===== config.mk =====
export PLATFORM = sky130hd
export DESIGN_NAME = stage_if_id
export DESIGN_NICKNAME = d
export VERILOG_FILES = /design/src/rtl/stage_if_id.sv
export SDC_FILE = /design/constraint.sdc
export NUM_CORES = 1
export LEC_CHECK = 0
export CAP_MARGIN = 20
export CORE_ASPECT_RATIO = 0.8
export CORE_UTILIZATION = 25
export DETAILED_ROUTE_END_ITERATION = 7
export GPL_TIMING_DRIVEN = 0
export HOLD_SLACK_MARGIN = 0.03
export PLACE_DENSITY = 0.54
export SYNTH_ARGS = -nofsm -noshare
export SYNTH_HDL_FRONTEND = slang
export SYNTH_SLANG_ARGS = --single-unit

===== constraint.sdc =====
create_clock -name Clk -period 2.6 [get_ports Clk]
set_input_delay 0.39 -clock Clk [delete_from_list [all_inputs] [get_ports Clk]]
set_output_delay 0.39 -clock Clk [all_outputs]
set_load 0.01 [all_outputs]

===== src/rtl/stage_if_id.sv =====
// IF/ID pipeline register with pre-decode: latches fetch output, kills on
// MEM-resolved redirects, holds on load-use hazards and counts stall cycles.
module stage_if_id (
  input  logic        Clk,
  input  logic        Clrn,
  input  logic [31:0] IF_PC,
  input  logic [31:0] IF_PC4,
  input  logic [31:0] IF_Inst,
  input  logic        IF_Valid,
  input  logic        MEM_PCSrc,
  input  logic        EX_MemRead,
  input  logic [4:0]  EX_Rt,
  output logic [31:0] ID_PC,
  output logic [31:0] ID_PC4,
  output logic [31:0] ID_Inst,
  output logic        ID_Valid,
  output logic [4:0]  ID_Rs,
  output logic [4:0]  ID_Rt,
  output logic [4:0]  ID_Rd,
  output logic [31:0] ID_Imm32,
  output logic        ID_Stall,
  output logic [15:0] ID_StallCnt
);

  logic [5:0] opcode;
  logic       uses_rt;
  logic       zero_ext;
  logic       rs_hit;
  logic       rt_hit;

  assign opcode = ID_Inst[31:26];
  assign ID_Rs  = ID_Inst[25:21];
  assign ID_Rt  = ID_Inst[20:16];
  assign ID_Rd  = ID_Inst[15:11];

  always_comb begin
    uses_rt  = 1'b0;
    zero_ext = 1'b0;
    case (opcode)
      6'b000000, 6'b000100, 6'b000101, 6'b101011: uses_rt = 1'b1;
      default: uses_rt = 1'b0;
    endcase
    case (opcode)
      6'b001100, 6'b001101, 6'b001110: zero_ext = 1'b1;
      default: zero_ext = 1'b0;
    endcase
  end

  assign ID_Imm32 = zero_ext ? {16'h0000, ID_Inst[15:0]}
                             : {{16{ID_Inst[15]}}, ID_Inst[15:0]};

  // Hazard only looks at registered ID state and EX, never at IF inputs.
  assign rs_hit   = (EX_Rt == ID_Rs);
  assign rt_hit   = uses_rt && (EX_Rt == ID_Rt);
  assign ID_Stall = ID_Valid && EX_MemRead && (EX_Rt != 5'd0) && (rs_hit || rt_hit);

  always_ff @(posedge Clk or negedge Clrn) begin
    if (!Clrn) begin
      ID_PC    <= 32'h0;
      ID_PC4   <= 32'h0;
      ID_Inst  <= 32'h0;
      ID_Valid <= 1'b0;
    end else if (MEM_PCSrc) begin
      ID_Inst  <= 32'h0;
      ID_Valid <= 1'b0;
    end else if (!ID_Stall) begin
      ID_PC    <= IF_PC;
      ID_PC4   <= IF_PC4;
      ID_Inst  <= IF_Inst;
      ID_Valid <= IF_Valid;
    end
  end

  always_ff @(posedge Clk or negedge Clrn) begin
    if (!Clrn) begin
      ID_StallCnt <= 16'h0000;
    end else if (ID_Stall && !MEM_PCSrc && (ID_StallCnt != 16'hFFFF)) begin
      ID_StallCnt <= ID_StallCnt + 16'd1;
    end
  end

endmodule


# --- Yosys cells after proc, flatten, opt, wreduce, memory -nomap -nowiden ---
# Index checks and enable logic that the tools add are counted.
# W data, S select, Z words.
totals:
  out_inout_bits: 161
  regBits: 113
op_classes:
  n_reduce_logical: 13
  muxes: 7
  eq_ne: 10
  add_sub_neg: 1
  n_bitwise: 2
ops:
  columns: ["cell", "n"]
  rows:
  - ["$mux W32", 3]
  - ["$eq A6 B4 Y1 const B", 3]
  - ["$add A16 B1 Y16 const B", 1]
  - ["$ne A16 B16 Y1 const B", 1]
  - ["$eq A6 B3 Y1 const B", 2]
  - ["$eq A5 B5 Y1", 2]
  - ["$eq A6 B6 Y1 const B", 1]
  - ["$logic_and A1 B1 Y1", 6]
  - ["$logic_not A6 Y1", 1]
  - ["$reduce_bool A5 Y1", 1]
  - ["$mux W1", 4]
  - ["$reduce_or A4 Y1", 1]
  - ["$reduce_or A3 Y1", 1]
  - ["$ne A2 B2 Y1 const B", 1]
  - ["$not A1 Y1", 2]
  - ["$reduce_and A2 Y1", 1]
  - ["$logic_not A1 Y1", 1]
  - ["$logic_or A1 B1 Y1", 1]

# --- Logic depth before layout (Yosys ltp) ---
logic_depth:
  ltp_word: 8
  depth_mapped: 8
  depth_no_buf: 6

# --- Worst setup path before layout ---
# OpenSTA, ideal clock, no wires.
synth_path:
  path_type: "in2reg"
  start: "in EX_Rt[1]"
  end: "reg ID_PC4[0]"
  t_required_ps: 2475
  t_arrival_ps: 2307
  setup_time_ps: 125
  path_stages: 8
  slack_ps: 168
  cell_sequence: "or3_1 o311a_4 and3_4 buf_6 or3_1 buf_6 buf_12 mux2_4"
synth_between:
  elab_chain_cells: 6
synth_lines:
  columns: ["item", "line", "text"]
  rows:
  - ["from (decl)", "12", "input logic [4:0] EX_Rt,"]
  - ["$eq A5 B5 Y1", "54", "assign rt_hit = uses_rt && (EX_Rt == ID_Rt);"]
  - ["$logic_and A1 B1 Y1", "54", null]
  - ["$logic_or A1 B1 Y1", "55", "assign ID_Stall = ID_Valid && EX_MemRead && (EX_Rt != 5'd0) && (rs_hit || rt_hit);"]
  - ["$logic_and A1 B1 Y1 *", "55", null]
  - ["$not A1 Y1 (no line) *", null, null]
  - ["$reduce_and A2 Y1 (no line) *", null, null]
  - ["to (signal assigned)", "60", "ID_PC4 <= 32'h0;"]
  - ["to (signal assigned)", "68", "ID_PC4 <= IF_PC4;"]
  - ["to (decl)", "14", "output logic [31:0] ID_PC4,"]
# Every way passes the cells marked *; elsewhere a longest branch is shown, timed or not.
# A chain may end at the register's enable or synchronous reset.

# --- Final worst setup path ---
layout_path:
  start: "in EX_Rt[1]"
  end: "out ID_Stall"
layout_between:
  elab_chain_cells: 4
layout_lines:
  columns: ["item", "line", "text"]
  rows:
  - ["$eq A5 B5 Y1", "54", null]
  - ["$logic_and A1 B1 Y1", "54", null]
  - ["$logic_or A1 B1 Y1", "55", null]
  - ["$logic_and A1 B1 Y1 *", "55", null]
  - ["to (decl)", "21", "output logic ID_Stall,"]
# Marked as above.

==> impl_metrics.csv <==
group,metric,value,unit
placed_design,dp_cells,983,
timing,period_minus_slack,2.46,ns
global_routing,grt_overflow,0,
critical_path,crit_path_end_kind,"primary output",
synthesis,synth-compound-area-share,0.0975,
synthesis,ys_types,37,
routing,drt-pass1-iter-count,4,
timing,finalMaxSlewViolations,0,
finish,fin_nets,840,
routing,vias,4488,
floorplanning,core-area,0.0216,mm2
timing,hold_viol_final,0,
critical_path,worst-setup-path-type,"input pin to primary output",
finish,fillers,2017,
placed_design,gp_congestion,0.763,
routing,drcViolationCount,0,
pwr,comb_power_share,0.190,
synthesis,ys_top_cells_by_area,"dfrtp_1, mux2_4, buf_4",
synthesis,syn_area,0.00548,mm2
pwr,leakage,4.03,nW
finish,fin_cells,1021,
finish,final_core_util,0.429,
floorplanning,die_area,0.0225,mm2
pwr,power.total,5.40,mW
global_routing,grtUsageTotal,0.151,
floorplanning,die_height,134,um
critical_path,critPathArrivalTime,2.07,ns
finish,register_area,0.00283,mm2
synthesis,ys_ff_latch,113,
placed_design,dp_hpwl,12.6,mm
synthesis,synth_common_cells,"dfrtp_1, mux2_4, buf_4",
critical_path,r2r_cells,7,
critical_path,path_common_cell,"clkbuf_8",
placed_design,dp_slack,-1.04,ns
clock_network,cts_tree,"built",
timing,whs,0.403,ns
timing,setup_ws,0.136,ns
synthesis,yosysWarnings,0,
timing,clock_skew,0.0115,ns
synthesis,synth-edff-count,0,
synthesis,synth_xor_xnor_area_share,0.0399,
synthesis,synth.area.mux_share,0.175,
critical_path,cp_data_required_time,2.21,ns
routing,wirelength,16.9,mm
status,status,"complete, no violations",
clock_network,cts-root-buf,"clkbuf_16",
clock_network,clk_latency,0.41,ns
timing,fin_crit_sh,0.948,
finish,multi_input_area,0.00211,mm2
global_routing,grt_pass1_vias,4623,
pwr,p_int,4.10,mW
global_routing,grt_max_degree,91,
synthesis,yosysTopAreaCellShare,0.516,
pwr,powerDensity,583,mW/mm2
floorplanning,start_util,0.254,
routing,vias_per_cell,4.40,
synthesis,synth_fa_ha_area_frac,0.00228,
pwr,net-switching-power,1.30,mW
critical_path,crit_fanout,10,
critical_path,slowest_delay,0.39,ns
finish,syn2layout_area_growth,68.9,%
timing,rsz0062_at_grt,"no",
synthesis,syn_nets,547,
clock_network,cts_buffer_depth,2,
floorplanning,rows,48,
timing,relSlewSlack,0.607,
synthesis,synth_top_family_by_area,"multiplexers",
synthesis,synthCells,440,
floorplanning,die_w,168,um
flow_run,cap_viol_max_count,0,
clock_network,clkSlewWorstSetupHoldPaths,0.06,ns
synthesis,async_flop_share,1.00,
timing,max_freq,406,MHz
pwr,p_clk_frac,0.441,
routing,ant_nets,0,
timing,worstMarginPinSlew,0.575,ns
clock_network,numCtsBuffers,17,
clock_network,htree_levels,4,
pwr,swShare,0.240,
critical_path,path_cells,"dlygate4sd2_1 > or3_1 > o311a_4 > nand3_2 > clkbuf_8 > clkbuf_8 > nand2_1 > clkdlybuf4s15_2",
synthesis,synth_largest_area_cell,"dfrtp_1",
finish,drive_gt1_frac,0.233,
synthesis,yosysMostFrequentCell,"dfrtp_1",
synthesis,ys_seq_area_frac,0.516,
synthesis,synth-simple-area-share,0.0630,
global_routing,antenna_found_initial,0,
global_routing,grt_pass1_wl,26.1,mm
clock_network,clock-sinks,113,
timing,setup_viol,0,
pwr,p_seq_frac,0.369,
synthesis,syn_area_per_cell,12.5,um2
routing,routedWlPerCell,16.5,um
placed_design,numPortBuffers,266,
synthesis,yosys_most_used_dff,"dfrtp_1",
finish,antenna-diode-count,0,
critical_path,cp-start-kind,"input pin",
routing,initialDrtViolationCount,183,
critical_path,cp_slowest_cell,"or3_1",
min_path,min_path_type,"input pin to async pin",
floorplanning,num_io_pins,267,
pwr,vdd_drop_max,369,uV
## per-stage QoR
| step | setup TNS, ns | instance area [um2] |
|---|---|---|
| after floorplan | 0 | 5480 |
| after global placement | -425.70 | 8490 |
| after detailed placement | -46.17 | 8520 |
| after CTS | 0 | 9240 |
| after global routing | 0 | 9260 |
| final | 0 | 9260 |
## state kept, by name, summed over array words and instances, names as in the netlist
| name | flops |
|---|---|
| ID_PC4 | 32 |
| ID_PC | 32 |
| ID_StallCnt | 16 |
| ID_Valid | 1 |
| ID_Inst | 32 |
## placed cells by master (no fill, tap or decap), types with 6 or more instances in the layout
cell type | synthesis | layout
a2111oi_0 | 9 | 8
clkdlybuf4s50_1 | 0 | 259
buf_12 | 6 | 6
nand3_1 | 36 | 35
a21oi_1 | 31 | 31
dfrtp_1 | 113 | 109
xor2_1 | 16 | 16
clkbuf_16 | 0 | 17
nand2_1 | 9 | 9
buf_4 | 46 | 52
o21ai_0 | 36 | 36
mux2_4 | 60 | 60
clkbuf_1 | 20 | 17
xnor2_1 | 9 | 9
## routing by layer
metal | track usage | up-vias | wire [um]
met3 | 0.0478 | 17 | 1090
met5 | 0 | - | 0
li1 | - | 2111 | -
met4 | 0.0535 | 0 | 299
met1 | 0.200 | 2177 | 7590
met2 | 0.230 | 183 | 7910
## kinds of logic after synthesis
logic type	count (synthesis)
AO/OA/AOI/OAI	89
AND/OR/NAND/NOR	67
flip-flops	113
buffers and inverters	80
adder cells (fa/ha/maj)	1
XOR/XNOR	25
multiplexers	65
## repair_timing
item / CTS / global route
hold buffers: 1 / 0
gates cloned: 0 / 0
buffers inserted: 4 / 2
endpoints found under the setup margin: 99 / 18
hold endpoints to repair: 23 / 0
pin swaps: 2 / 2
gates resized for setup: 26 / 7
## worst paths after layout
kind	to	slack, ns	from
setup / recovery	ID_Stall	0.14	EX_Rt[1]
max in group asynchronous	ID_PC[4]$_DFFE_PN0P_	1.47	Clrn
hold / removal	ID_Inst[17]$_DFFE_PN0P_	0.40	Clrn
min in group Clk	ID_PC4[28]$_DFFE_PN0P_	0.49	ID_PC4[28]$_DFFE_PN0P_
hold reg to reg	ID_PC4[28]$_DFFE_PN0P_	0.49	ID_PC4[28]$_DFFE_PN0P_
setup reg to reg	ID_PC4[5]$_DFFE_PN0P_	0.27	ID_Inst[19]$_DFFE_PN0P_
## power groups by stage
stage          logic, mW  registers (mW)  clock network [mW]
2_1_floorplan      0.351            2.07                   0
3_3_place_gp        1.01            2.01                   0
3_5_place_dp        1.03            2.02                   0
4_1_cts             1.04            1.99                2.46
5_1_grt             1.09            2.01                2.55
6_report            1.03            1.99                2.38
## critical path, delay by kind of cell
kind,cells,cell delay (ns)
buffers and inverters,4,0.78
and+or+nand+nor,3,0.54
AOI/OAI and AO/OA,1,0.35
## area by class of cell
cell class                 count  area share
clock buffer                  19      0.0478
multi-input combinational    247       0.228
clock inverter                13      0.0176
inverter                       5     0.00203
tap                          275      0.0372
sequential                   113       0.306
timing repair buffer         275       0.298
buffer                        74      0.0640
(Power assumes the default switching activity.)
